$ cat config.mk
export PLATFORM = sky130hd
export DESIGN_NAME = register_file_mp
export DESIGN_NICKNAME = d
export VERILOG_FILES = /design/src/rtl/reg_file_pkg.sv /design/src/rtl/reg_file_scoreboard.sv /design/src/rtl/register_file_mp.sv
export SDC_FILE = /design/constraint.sdc
export NUM_CORES = 1
export LEC_CHECK = 0
export BUFFER_PORTS_ARGS = -buffer_cell sky130_fd_sc_hd__buf_2
export CAP_MARGIN = 10
export CORE_ASPECT_RATIO = 0.9
export CORE_MARGIN = 3
export CORE_UTILIZATION = 45
export DETAILED_ROUTE_END_ITERATION = 12
export PLACE_DENSITY = 0.7
export SLEW_MARGIN = 20
export SYNTH_ARGS = -nofsm -noshare
export SYNTH_HDL_FRONTEND = slang
export SYNTH_SLANG_ARGS = --single-unit
$ cat constraint.sdc
create_clock -name clk -period 4.5 [get_ports clk]
set_clock_uncertainty 0.05 [all_clocks]
set_input_delay 0.675 -clock clk [delete_from_list [all_inputs] [get_ports clk]]
set_output_delay 0.675 -clock clk [all_outputs]
set_load 0.005 [all_outputs]
$ cat src/rtl/reg_file_pkg.sv
// Shared types and constants for the multi-ported register file.
package reg_file_pkg;

   // Clear engine state encoding
   typedef enum logic {
      IDLE  = 1'b0,
      CLEAR = 1'b1
   } state_e;

   // Default geometry
   localparam int unsigned DEF_WIDTH  = 8;
   localparam int unsigned DEF_ADDR_W = 3;

   // Value written into entries by reset and by the clear sweep
   localparam int unsigned ZERO_VAL = 0;

endpackage

$ cat src/rtl/reg_file_scoreboard.sv
// Per-entry pending bits: set by lock, cleared by accepted write or clear sweep.
module reg_file_scoreboard
   import reg_file_pkg::*;
#(
   parameter int unsigned ADDR_W  = DEF_ADDR_W,
   parameter bit          R0_ZERO = 1'b1
) (
   input  logic              clk,
   input  logic              rst,
   input  logic              set_en,
   input  logic [ADDR_W-1:0] set_addr,
   input  logic              clr_en,
   input  logic [ADDR_W-1:0] clr_addr,
   input  logic              sweep_en,
   input  logic [ADDR_W-1:0] sweep_addr,
   input  logic [ADDR_W-1:0] rd_addr1,
   input  logic [ADDR_W-1:0] rd_addr2,
   output logic              pend1,
   output logic              pend2
);

   localparam int unsigned DEPTH = 1 << ADDR_W;

   logic [DEPTH-1:0] pend;

   // Sweep has priority; otherwise clear then set so a same-entry lock wins
   always_ff @(posedge clk) begin
      if (rst) begin
         pend <= '0;
      end else if (sweep_en) begin
         pend[sweep_addr] <= 1'b0;
      end else begin
         if (clr_en) begin
            pend[clr_addr] <= 1'b0;
         end
         if (set_en && !(R0_ZERO && (set_addr == '0))) begin
            pend[set_addr] <= 1'b1;
         end
      end
   end

   // Combinational pending lookup for both read ports
   always_comb begin
      pend1 = pend[rd_addr1];
      pend2 = pend[rd_addr2];
   end

endmodule

$ cat src/rtl/register_file_mp.sv
// Parametrised 2-read/1-write register file with pending scoreboard and
// sequential clear engine. Optional macro REGFILE_BYPASS_EN forwards the
// in-flight write data and pending-clear to the read ports in the same cycle.
module register_file_mp
   import reg_file_pkg::*;
#(
   parameter int unsigned WIDTH   = DEF_WIDTH,
   parameter int unsigned ADDR_W  = DEF_ADDR_W,
   parameter bit          R0_ZERO = 1'b1
) (
   input  logic              clk,
   input  logic              rst,
   input  logic              WE3,
   input  logic [ADDR_W-1:0] A3,
   input  logic [WIDTH-1:0]  WD3,
   input  logic [ADDR_W-1:0] A1,
   input  logic [ADDR_W-1:0] A2,
   output logic [WIDTH-1:0]  RD1,
   output logic [WIDTH-1:0]  RD2,
   input  logic              lock_en,
   input  logic [ADDR_W-1:0] lock_addr,
   output logic              pend1,
   output logic              pend2,
   input  logic              clr_req,
   output logic              busy
);

   localparam int unsigned DEPTH = 1 << ADDR_W;

   state_e            state;
   logic [ADDR_W-1:0] cnt;
   logic [WIDTH-1:0]  mem [DEPTH];

   logic idle_c;
   logic write_ok_c;
   logic lock_ok_c;
   logic pend_raw1;
   logic pend_raw2;

   // Accepted write/lock qualifiers; the engine drops both while clearing
   always_comb begin
      idle_c     = (state == IDLE);
      write_ok_c = WE3 && idle_c && !(R0_ZERO && (A3 == '0));
      lock_ok_c  = lock_en && idle_c;
   end

   // Clear engine, storage writes and registered busy flag
   always_ff @(posedge clk) begin
      if (rst) begin
         state <= IDLE;
         busy  <= 1'b0;
         cnt   <= '0;
         mem   <= '{default: '0};
      end else begin
         case (state)
            IDLE: begin
               if (write_ok_c) begin
                  mem[A3] <= WD3;
               end
               if (clr_req) begin
                  state <= CLEAR;
                  busy  <= 1'b1;
                  cnt   <= '0;
               end
            end
            CLEAR: begin
               mem[cnt] <= WIDTH'(ZERO_VAL);
               cnt      <= cnt + ADDR_W'(1);
               if (cnt == ADDR_W'(DEPTH - 1)) begin
                  state <= IDLE;
                  busy  <= 1'b0;
               end
            end
            default: begin
               state <= IDLE;
               busy  <= 1'b0;
            end
         endcase
      end
   end

   reg_file_scoreboard #(
      .ADDR_W  (ADDR_W),
      .R0_ZERO (R0_ZERO)
   ) u_scoreboard (
      .clk        (clk),
      .rst        (rst),
      .set_en     (lock_ok_c),
      .set_addr   (lock_addr),
      .clr_en     (WE3 && idle_c),
      .clr_addr   (A3),
      .sweep_en   (state == CLEAR),
      .sweep_addr (cnt),
      .rd_addr1   (A1),
      .rd_addr2   (A2),
      .pend1      (pend_raw1),
      .pend2      (pend_raw2)
   );

   // Read ports: hardwired zero, optional same-cycle forwarding, else storage
   always_comb begin
      RD1   = (R0_ZERO && (A1 == '0)) ? WIDTH'(ZERO_VAL) : mem[A1];
      RD2   = (R0_ZERO && (A2 == '0)) ? WIDTH'(ZERO_VAL) : mem[A2];
      pend1 = pend_raw1;
      pend2 = pend_raw2;
`ifdef REGFILE_BYPASS_EN
      if (write_ok_c && (A3 == A1)) begin
         RD1 = WD3;
         if (!(lock_ok_c && (lock_addr == A1))) begin
            pend1 = 1'b0;
         end
      end
      if (write_ok_c && (A3 == A2)) begin
         RD2 = WD3;
         if (!(lock_ok_c && (lock_addr == A2))) begin
            pend2 = 1'b0;
         end
      end
`endif
   end

endmodule

* Word-level counts from Yosys, hierarchy flattened
Index checks and enable logic that the tools add are counted.
** Operators by class
- Add/sub/neg operators :: 1
- $lt $le $gt $ge :: 14
- Equality and inequality tests :: 4
- Muxes and demuxes :: 38
- Bitwise logic cells :: 12
- Reduce and logical (&&, ||, !) cells :: 16
** Operators by type and width (count)
- one-hot mux 64 bit (2 select lines) :: 1
- two-way mux 8 bit :: 13
- AND 64 bit :: 1
- bitwise mux 64 bit :: 1
- two-way mux 64 bit :: 1
- NOT 64 bit :: 1
- binary-select mux 8 bit (select 3 bit) :: 2
- demux 8 bit (select 3 bit) :: 2
- less-than comparator 3 x 4 -> 1 bit (second input constant) :: 5
- AND 8 bit :: 2
- >= comparator 4 bit (second input constant) :: 4
- NOT 3 -> 4 bit :: 4
- NOT 8 bit :: 2
- zero test 3 bit :: 4
- demux 1 bit (select 3 bit) :: 3
- >= comparator 3 x 1 -> 1 bit (second input constant) :: 3
- logical AND 1 bit :: 9
- two-way mux 1 bit :: 9
- less-than comparator 4 x 1 -> 1 bit (second input constant) :: 2
- bitwise OR 8 bit :: 1
- binary-select mux 1 bit (select 3 bit) :: 2
- one-hot mux 3 bit (2 select lines) :: 1
- inequality test 2 x 1 -> 1 bit (second input constant) :: 2
- one-hot mux 1 bit (2 select lines) :: 2
- 7 further kinds :: 8
** Word-level totals
- Flip-flop bits (word level) :: 77
- Bits of input ports :: 25
- Output and inout bits :: 19
- Word-level logic and storage cells :: 97

* Longest topological paths before layout
Gate-level depths: netlist (run 1).
- Depth after elaboration :: 12
- Mapped depth :: 6
- Mapped depth without buffers :: 5

* Modules after synthesis
A second synthesis (run 1) with hierarchy kept.
** Unflattened totals
- Cell total of the unflattened synthesis :: 351
- Area, all modules :: 3784.9 um^2
** Modules (own cells, without submodules)
- register_file_mp :: instances 1, cells each 293, area each 3216.8 um^2, seq. area each 1221.2 um^2
- reg_file_scoreboard :: instances 1, cells each 58, area each 568.0 um^2, seq. area each 160.2 um^2

* Worst setup path after synthesis (run 1)
No wires, ideal clock.
- Path kind :: input port to output port
- From :: input port A1[0]
- To :: output port pend1
- Arrival time :: 1.638 ns
- Data required time :: 3.775 ns
- Path slack :: 2.137 ns
- Stages on the path :: 3
- Buffers on the path :: 1
- Cell sequence :: buf_2 > mux4_2 > mux2_2
** On the way
- Cells in the longest elaborated chain, start to end :: 2
** RTL lines
- start: declaration :: RTL line register_file_mp.sv:16 : input logic [ADDR_W-1:0] A1,
- binary-select mux 1 bit (select 3 bit) :: RTL line reg_file_scoreboard.sv:44 : pend1 = pend[rd_addr1];
- two-way mux 1 bit (implied by the code) :: RTL line reg_file_scoreboard.sv:44
- end: declaration :: RTL line register_file_mp.sv:22 : output logic pend1,
Every way passes these cells. The select of a mux whose other input is x is not followed.

* Final worst setup path (run 1)
- From :: input port A1[1]
- To :: output port RD1[2]
** On the way
- Cells in the longest elaborated chain, start to end :: 5
- Elaborated cells on any way between the ends :: 6
- Classes of those cells :: mux: 4; bitwise: 1; reduce/logical: 1
** RTL lines
- NOT 3 -> 4 bit (implied by the code) :: RTL line register_file_mp.sv:102 : RD1 = (R0_ZERO && (A1 == '0)) ? WIDTH'(ZERO_VAL) : mem[A1];
- binary-select mux 8 bit (select 3 bit) :: RTL line register_file_mp.sv:102
- two-way mux 8 bit (implied by the code) (2 in a row) :: RTL line register_file_mp.sv:102
- two-way mux 8 bit (*) :: RTL line register_file_mp.sv:102
- end: declaration :: RTL line register_file_mp.sv:18 : output logic [WIDTH-1:0] RD1,
Mark *: on every way between the ends. The rest lies on a longest branch, timed or not. The select of a mux whose other input is x is not followed.

==> results of run 1 <==
-- path summary, 6_finish.rpt --
| check | cells past startpoint | endpoint |
|---|---|---|
| min reg2reg | 2 | mem[6]$_SDFFE_PP0P_ |
| max | 5 | RD1[2] |
| min | 2 | mem[6]$_SDFFE_PP0P_ |
| max reg2reg | 3 | mem[21]$_SDFFE_PP0P_ |
-- layout make-up --
cell class,count,area [um2],area share
Inverter,3,11.3,0.00277
Tap cell,96,120,0.0296
Clock inverter,6,65.1,0.0160
Multi-Input combinational cell,266,2140,0.526
Clock buffer,9,124,0.0305
Sequential cell,69,1380,0.340
Timing Repair Buffer,44,223,0.0548
-- per-layer routing --
metal / wire length, um / up-vias / GRT usage
li1: - / 1515 / -
met1: 4870 / 1592 / 0.343
met2: 4980 / 195 / 0.359
met3: 1070 / 30 / 0.0474
met4: 336 / 0 / 0.105
met5: 0 / - / 0
-- Yosys cell counts, types with 2 or more instances --
cell	instances
nand2_1	12
or2_1	4
nor2b_1	7
buf_2	14
a31o_2	48
a32o_1	6
nor3b_1	3
and2_1	3
clkbuf_1	15
nor3_1	49
nor4b_1	2
buf_1	10
a41oi_1	6
mux4_2	4
ha_1	2
inv_1	3
mux2_2	18
a21oi_1	3
dfxtp_1	69
nand2b_1	10
a221oi_1	32
buf_6	3
nor2_1	6
mux2i_1	41
or2_2	2
-- critical path, delay by kind of cell --
kind	cells	cell delay, ns
buf+inv	2	0.51
compound gates	2	0.54
simple gates	1	0.66
-- layout by cell type, fill, tap and decap left out, types with 2 or more instances in the layout --
cell type and count:
clkinv_4 2, mux2_2 18, nor2_1 6, nand2b_1 10
or2_2 2, buf_2 43, clkbuf_8 9, a41oi_1 6
nand2_1 12, or2_1 4, a221oi_1 32, mux4_2 4
a32o_1 6, dfxtp_1 69, inv_1 3, nor4b_1 2
nor3b_1 3, nor3_1 49, a21oi_1 3, clkinv_2 2
mux2i_1 41, ha_1 2, nor2b_1 7, and2_1 3
a31o_2 48
-- sequential cells by signal (all words and copies together), names as in the netlist --
| register | flops |
|---|---|
| busy | 1 |
| mem | 56 |
| cnt | 3 |
| u_scoreboard.pend | 8 |
| state | 1 |
-- stage by stage --
| stage | power [W] | utilization | area, um2 | hold slack (ns) |
|---|---|---|---|---|
| after floorplan | 0.000758 | - | 3730 | 0.391 |
| after global placement | 0.000810 | 0.496 | 3870 | 0.410 |
| after detailed placement | 0.000812 | 0.496 | 3870 | 0.420 |
| after CTS | 0.00130 | 0.521 | 4060 | 0.430 |
| after global routing | 0.00134 | 0.521 | 4060 | 0.450 |
| final | 0.00130 | 0.521 | 4060 | 0.429 |
-- where the power goes --
part	internal, W	total (W)	switching (W)
Sequential	0.000623	0.000638	0.0000149
Combinational	0.0000609	0.000165	0.000104
Clock	0.000252	0.000499	0.000247
-- cell families (layout without fill, tap and decap cells) --
kind of cell / Yosys count / in the layout
fa+ha+maj: 2 / 2
buf+inv: 45 / 62
mux: 63 / 63
flops: 69 / 69
compound gates: 98 / 98
simple gates: 103 / 103
==> flow_metrics.py, run 1 <==
metrics = {
    "global_routing": {
        "grt_pass1_vias": 3171,
        "antenna_found_initial": 0,
        "grt_start_max_net_pins": 30,
        "grt_usage": 0.243,
        "grt_overflow": 0,
        "grt_pass1_wl_mm": 17.3,
    },
    "timing": {
        "fin_crit_ns": 3.13,
        "setup_tns_ns": 0,
        "fin_crit_sh": 0.696,
        "max_slew_margin": 0.197,
        "finalHoldViolCount": 0,
        "worstMarginPinSlew_ns": 1.19,
        "slew_violations": 0,
        "setup_viol_count_final": 0,
        "setup_ws_ns": 1.37,
        "timing.fmax_mhz": 319,
        "rsz0062_at_grt": "false",
    },
    "finish": {
        "drive_above_1_share": 0.335,
        "antennaDiodeCount": 0,
        "final_nets": 420,
        "fillers": 730,
        "final_cells": 493,
        "area_growth_pct": 8.96,
    },
    "synth": {
        "yosys-top-cells-area": "dfxtp_1 (37%), a31o_2 (11%), mux2i_1 (11%)",
        "yosysTopAreaCell": "dfxtp_1",
        "muxShareOfSynthArea": 0.189,
        "synth_edf_count": 0,
        "synth_adder_area_share": 0.00671,
        "yosys_register_bits": 69,
        "async_flop_share": 0,
        "syn_avg_cell_area_um2": 9.82,
        "synth_area_mm2": 0.00373,
        "synth-simple-area-share": 0.149,
        "synth_top_family_by_area": "compound AO/OA/AOI/OAI gates",
        "synth-seq-area-share": 0.370,
        "yosysWarnings": 0,
        "synthCells": 380,
        "yosysUniqueCellTypes": 33,
        "synth_nets": 407,
        "synth_flop_cell": "dfxtp_1",
        "synth-xor-area-share": 0,
        "synth_compound_area_frac": 0.230,
        "synth.top_cell.area_share": 0.370,
    },
    "critical_path": {
        "cpPeakStageDelay_ns": 0.66,
        "timing.rr.start": "state$_SDFF_PP0_",
        "crit_path_top_delay_cell": "nor2b_1",
        "regToRegSetupSlack_ns": 1.98,
        "worstPathCellList": "buf_2 > nor2b_1 > a221oi_1 > a221oi_1 > buf_2",
        "worstPathArrival_ns": 2.41,
        "critPathKind": "primary input to output pin",
        "crit_start": "A1[1]",
        "path_max_fanout": 27,
        "start_kind": "primary input",
        "critPathCaptureType": "output pin",
        "cp.required_ns": 3.77,
    },
    "detailed_routing": {
        "drcViolationCount": 0,
        "wl_mm": 11.3,
        "wire_per_inst_um": 22.8,
        "dr.pass1.iters": 7,
        "vias": 3332,
        "drt_iter0_drc": 398,
        "ant_nets": 0,
        "vias_per_cell": 6.76,
    },
    "pwr": {
        "p_leak_nw": 1.55,
        "irDropWorstVdd_v": 0.000170,
        "cellPowerDensity_mw_per_mm2": 321,
    },
    "die": {
        "die_h_um": 92.4,
        "die_area_mm2": 0.00942,
        "rows": 30,
        "io_pins": 44,
        "start_util": 0.478,
        "coreArea_mm2": 0.00781,
        "die_w_um": 102,
    },
    "clock_tree": {
        "cts.path.max_buffers": 2,
        "htreeDepth": 3,
        "postCtsSetupBuffers": 0,
        "cts_hold_buf": 0,
        "cts_root_buf": "clkbuf_8",
        "cts_sinks": 69,
        "clk_pin_slew_ns": 0.07,
        "post_cts_resized": 0,
        "cts_tree": "built",
        "numCtsBuffers": 9,
        "worstSkewPairLatency_ns": 0.36,
    },
    "flow_run": {
        "drv_cap": 0,
    },
    "placement": {
        "gp_congestion": 0.921,
        "dpl.cell_count": 478,
        "place_ws_ns": 1.50,
        "dpl.hpwl_mm": 7.76,
        "portBuffers": 43,
    },
    "min_path": {
        "min_path_type": "flop to flop",
        "hp-start": "mem[6]$_SDFFE_PP0P_",
    },
    "status": {
        "status": "finished, final reports clean",
    },
}
Note: power is estimated with default switching activity, not from simulation.
==> run 2, diff against run 1 <==
==> constraint.sdc (replaced) <==
create_clock -name clk -period 3.28 [get_ports clk]
set_clock_uncertainty 0.05 [all_clocks]
set_input_delay 0.492 -clock clk [delete_from_list [all_inputs] [get_ports clk]]
set_output_delay 0.492 -clock clk [all_outputs]
set_load 0.005 [all_outputs]
==> flow_metrics.py, run 2 (same netlist as run 1, synthesis figures left out) <==
metrics = {
    "placement": {
        "dpl.hpwl_mm": 8.00,
        "portBuffers": 43,
        "gp_congestion": 1.01,
    },
    "pwr": {
        "power.switching_w": 0.000485,
        "cellPowerDensity_mw_per_mm2": 431,
        "p_leak_nw": 1.56,
        "p_total_w": 0.00176,
        "power.share.clock": 0.372,
        "p_int_w": 0.00128,
        "seqPwrFrac": 0.497,
        "switching_share": 0.275,
        "comb_power_share": 0.131,
        "irDropWorstVdd_v": 0.000239,
    },
    "timing": {
        "fin_crit_sh": 0.828,
        "setup_viol_count_final": 0,
        "timing.fmax_mhz": 368,
        "fin_crit_ns": 2.72,
        "hold_ws_ns": 0.430,
        "finalHoldViolCount": 0,
        "slew_violations": 0,
        "worstMarginPinSlew_ns": 1.14,
        "max_slew_margin": 0.233,
        "rsz0062_at_grt": "false",
        "setup_tns_ns": 0,
    },
    "critical_path": {
        "critPathCaptureType": "output pin",
        "critPathKind": "primary input to output pin",
        "worstPathArrival_ns": 2.17,
        "path_max_fanout": 27,
        "cp.required_ns": 2.74,
        "start_kind": "primary input",
        "regToRegSetupSlack_ns": 1.07,
    },
    "die": {
        "die_h_um": 92.4,
        "io_pins": 44,
        "die_area_mm2": 0.00942,
        "rows": 30,
        "coreArea_mm2": 0.00781,
        "start_util": 0.478,
        "die_w_um": 102,
    },
    "global_routing": {
        "grt_usage": 0.249,
        "grt_overflow": 0,
        "grt_start_max_net_pins": 28,
        "grt_pass1_vias": 3148,
        "antenna_found_initial": 0,
        "grt_pass1_wl_mm": 17.7,
    },
    "detailed_routing": {
        "drt_iter0_drc": 308,
        "dr.pass1.iters": 7,
        "drcViolationCount": 0,
        "vias_per_cell": 6.81,
        "ant_nets": 0,
        "wire_per_inst_um": 23.0,
        "vias": 3379,
        "wl_mm": 11.4,
    },
    "finish": {
        "drive_above_1_share": 0.340,
        "reg_top3": "mem x56, u_scoreboard.pend x8, cnt x3",
        "final_nets": 422,
        "final_common_cell": "dfxtp_1",
        "final_cell_mix": "dfxtp_1 (69), nor3_1 (49), a31o_2 (48), buf_2 (43), mux2i_1 (41)",
        "fin_util": 0.523,
        "top_register": "mem",
        "antennaDiodeCount": 0,
        "largest_reg_flops": 56,
        "area_growth_pct": 9.53,
    },
    "clock_tree": {
        "cts_sinks": 69,
        "cts_root_buf": "clkbuf_8",
        "post_cts_resized": 0,
        "worstSkewPairLatency_ns": 0.35,
        "htreeDepth": 3,
        "clk_pin_slew_ns": 0.08,
        "cts_tree": "built",
        "postCtsSetupBuffers": 0,
        "cts.path.max_buffers": 2,
        "cts_hold_buf": 0,
        "numCtsBuffers": 9,
    },
    "flow_run": {
        "drv_cap": 0,
    },
    "min_path": {
        "min_path_type": "primary input to flop",
    },
    "status": {
        "status": "finished, final reports clean",
    },
}
==> run 2: cell count changes in the layout (fill, tap and decap cells not counted) <==
cell,delta
a41oi_1,-1
clkinvlp_4,-1
clkbuf_8,+3
bufinv_16,-1
a41oi_2,+1
clkbuf_1,+1
buf_4,+2
clkinv_4,-1
==> run 2: power by group through the flow <==
stage          Sequential [W]  Combinational, W  Clock (W)
2_1_floorplan        0.000883          0.000157          0
4_1_cts              0.000875          0.000224   0.000666
5_1_grt              0.000878          0.000246   0.000694
3_3_place_gp         0.000893          0.000221          0
6_report             0.000876          0.000230   0.000655
3_5_place_dp         0.000894          0.000224          0
==> run 2: worst paths after layout <==
kind,from,cells past startpoint,end
max,A2[1],5,RD2[2]
min reg2reg,mem[6]$_SDFFE_PP0P_,2,mem[6]$_SDFFE_PP0P_
max reg2reg,state$_SDFF_PP0_,4,mem[13]$_SDFFE_PP0P_
min,clr_req,3,state$_SDFF_PP0_
==> run 2: layout make-up <==
cell class / instances / area [um2]
timing repair buffer: 46 / 238
clock inverter: 3 / 18.8
multi-input combinational: 266 / 2150
tap: 96 / 120
sequential: 69 / 1380
clock buffer: 13 / 169
inverter: 3 / 11.3
fill: 727 / 3720
==> run 2: per-layer routing <==
layer  up-vias  global-route usage  wire (um)
met1      1658               0.353       5050
met4         0              0.0831        236
met3        25              0.0505        989
met2       182               0.377       5130
met5         -                   0          0
li1       1514                   -          -
==> run 2: worst max-delay path: stages <==
cell and delay, ns:
buf_2 0.32, nor2b_1 0.57, a221oi_1 0.18, a221oi_1 0.39
buf_2 0.20
==> run 2: per-stage QoR <==
stage	setup WS, ns	instance area, um2	cells
after floorplan	1.28	3730	380
after global placement	0.709	3890	480
after detailed placement	0.666	3890	480
after CTS	0.665	4080	496
after global routing	0.473	4090	496
final	0.565	4090	496
==> run 3, diff against run 2 <==
--- a/config.mk
+++ b/config.mk
@@ -5,13 +5,14 @@
 export SDC_FILE = /design/constraint.sdc
 export NUM_CORES = 1
 export LEC_CHECK = 0
+export ABC_AREA = 1
 export BUFFER_PORTS_ARGS = -buffer_cell sky130_fd_sc_hd__buf_2
 export CAP_MARGIN = 10
 export CORE_ASPECT_RATIO = 0.9
 export CORE_MARGIN = 3
 export CORE_UTILIZATION = 45
 export DETAILED_ROUTE_END_ITERATION = 12
-export PLACE_DENSITY = 0.7
+export PLACE_DENSITY = 0.69
 export SLEW_MARGIN = 20
 export SYNTH_ARGS = -nofsm -noshare
 export SYNTH_HDL_FRONTEND = slang
==> constraint.sdc (replaced) <==
create_clock -name clk -period 2.6 [get_ports clk]
set_clock_uncertainty 0.05 [all_clocks]
set_input_delay 0.39 -clock clk [delete_from_list [all_inputs] [get_ports clk]]
set_output_delay 0.39 -clock clk [all_outputs]
set_load 0.005 [all_outputs]
==> flow_metrics.py, run 3 <==
metrics = {
    "status": {
        "status": "finished, final reports clean",
    },
    "clock_tree": {
        "cts_tree": "built",
        "worstSkewPairLatency_ns": 0.34,
        "postCtsSetupBuffers": 0,
        "numCtsBuffers": 9,
        "cts_hold_buf": 0,
        "cts.path.max_buffers": 2,
        "cts_sinks": 77,
        "cts_root_buf": "clkbuf_16",
        "clk_pin_slew_ns": 0.06,
        "htreeDepth": 3,
        "post_cts_resized": 0,
    },
    "synth": {
        "synth.top_cell.area_share": 0.330,
        "synth_nets": 782,
        "synth_flop_cell": "dfxtp_1",
        "yosys_register_bits": 77,
        "synth_edf_count": 0,
        "synthTopCellsByCount": "nand2_1 (218), a21oi_1 (101), o21ai_0 (97), dfxtp_1 (77), nand3_1 (60)",
        "yosys-top-cells-area": "dfxtp_1 (33%), nand2_1 (18%), a21oi_1 (11%)",
        "yosysTopAreaCell": "dfxtp_1",
        "yosysMostFrequentCell": "nand2_1",
        "async_flop_share": 0,
        "yosysUniqueCellTypes": 30,
        "synth_area_mm2": 0.00467,
        "syn_avg_cell_area_um2": 6.18,
        "yosysWarnings": 0,
        "synthCells": 755,
        "synth-seq-area-share": 0.330,
    },
    "critical_path": {
        "path_max_fanout": 29,
        "critPathKind": "primary input to output pin",
        "reg2regPathDepth": 6,
        "worstPathArrival_ns": 1.63,
        "critPathCaptureType": "output pin",
        "timing.rr.end": "mem[37]$_SDFFE_PP0P_",
        "cp.required_ns": 2.16,
        "timing.rr.start": "state$_SDFF_PP0_",
        "regToRegSetupSlack_ns": 0.80,
        "crit_start": "A1[1]",
        "start_kind": "primary input",
    },
    "timing": {
        "worstMarginPinSlew_ns": 0.702,
        "fin_crit_ns": 2.07,
        "max_slew_margin": 0.532,
        "hold_ws_ns": 0.250,
        "finalHoldViolCount": 0,
        "timing.fmax_mhz": 483,
        "fin_crit_sh": 0.796,
        "setup_tns_ns": 0,
        "rsz0062_at_grt": "false",
        "slew_violations": 0,
        "setup_viol_count_final": 0,
    },
    "flow_run": {
        "drv_cap": 0,
    },
    "pwr": {
        "p_leak_nw": 2.00,
        "irDropWorstVdd_v": 0.000299,
        "cellPowerDensity_mw_per_mm2": 567,
        "p_total_w": 0.00297,
    },
    "global_routing": {
        "grt_start_max_net_pins": 66,
        "grt_pass1_wl_mm": 24.3,
        "grt_pass1_vias": 4812,
        "grt_overflow": 0,
        "antenna_found_initial": 0,
        "grt_usage": 0.266,
    },
    "die": {
        "die_h_um": 103,
        "coreArea_mm2": 0.00987,
        "start_util": 0.473,
        "io_pins": 44,
        "rows": 34,
        "die_w_um": 113,
        "die_area_mm2": 0.0116,
    },
    "finish": {
        "reg_top3": "mem x64, u_scoreboard.pend x8, cnt x3",
        "drive_above_1_share": 0.119,
        "final_cell_mix": "nand2_1 (218), a21oi_1 (101), o21ai_0 (97), dfxtp_1 (77), nand3_1 (60)",
        "top_register": "mem",
        "postLayoutCellArea_mm2": 0.00524,
        "largest_reg_flops": 64,
        "final_common_cell": "nand2_1",
        "area_growth_pct": 12.2,
        "final_nets": 803,
        "antennaDiodeCount": 0,
    },
    "placement": {
        "dpl.hpwl_mm": 11.3,
        "portBuffers": 43,
        "gp_congestion": 0.927,
        "placed_area_mm2": 0.00493,
    },
    "min_path": {
        "hold_depth": 3,
        "min_path_type": "primary input to flop",
        "min_delay_worst_endpoint": "busy$_SDFFE_PP0P_",
        "hp-start": "clr_req",
    },
    "detailed_routing": {
        "drcViolationCount": 0,
        "vias_per_cell": 5.82,
        "drt_iter0_drc": 586,
        "wire_per_inst_um": 17.0,
        "wl_mm": 15.4,
        "vias": 5277,
        "ant_nets": 0,
        "dr.pass1.iters": 7,
    },
}
[run 3: cell count changes in the layout (fill, tap and decap cells not counted), sizes merged, moves of 49 or more]
cell,previous run,this run
nand3,0,61
nor3,49,0
inv,3,57
a21oi,3,103
nor2,7,59
nand2,12,220
o21ai,1,113
[run 3: worst max-delay path, stage by stage]
cell	delay (ns)
buf_2	0.41
clkinv_1	0.16
nand3_1	0.33
nand2_1	0.10
nor2_1	0.11
buf_2	0.13
[run 3: worst max-delay path by stage]
| stage | slack (ns) | end | depth (start not counted) |
|---|---|---|---|
| final | 0.53 | RD1[1] | 6 |
| after global routing | 0.40 | RD1[1] | 6 |
| after CTS | 0.53 | RD1[1] | 6 |
| after detailed placement | 0.54 | RD1[1] | 6 |
| after floorplan | 0.97 | RD1[0] | 5 |
| after global placement | 0.57 | RD1[1] | 6 |
[run 3: stage by stage]
step / worst slack (ns) / utilization / std cells
3_5_place_dp: 0.540 / 0.499 / 891
3_3_place_gp: 0.575 / 0.499 / 891
4_1_cts: 0.534 / 0.531 / 907
5_1_grt: 0.404 / 0.531 / 907
6_report: 0.530 / 0.531 / 907
2_1_floorplan: 0.973 / - / 755
[run 3: logic make-up (layout without fill, tap and decap cells)]
kind of cell / after synthesis / count (layout) / share of synthesized area
buf+inv: 96 / 122 / 0.0828
compound gates: 238 / 238 / 0.277
fa+ha+maj: 2 / 2 / 0.00536
flops: 77 / 77 / 0.330
simple gates: 342 / 342 / 0.305
[run 3: where the power goes]
group | switching, W | internal, W | leakage (nW)
Sequential | 0.0000203 | 0.00120 | 0.622
Combinational | 0.000319 | 0.000129 | 1.23
Clock | 0.000527 | 0.000776 | 0.149
[run 3: area by class of cell]
class                      instances  area (um2)
clock buffer                      10         239
fill                            1017        4630
multi-input combinational        582        2740
inverter                          57         216
timing repair buffer              49         273
sequential                        77        1540
tap                              126         158
clock inverter                     6        68.8
[run 3: layer usage]
metal,vias up,track usage,wire (um)
li1,2561,-,-
met5,-,0,0
met4,0,0.103,469
met3,34,0.0487,1220
met1,2430,0.364,6910
met2,252,0.420,6790
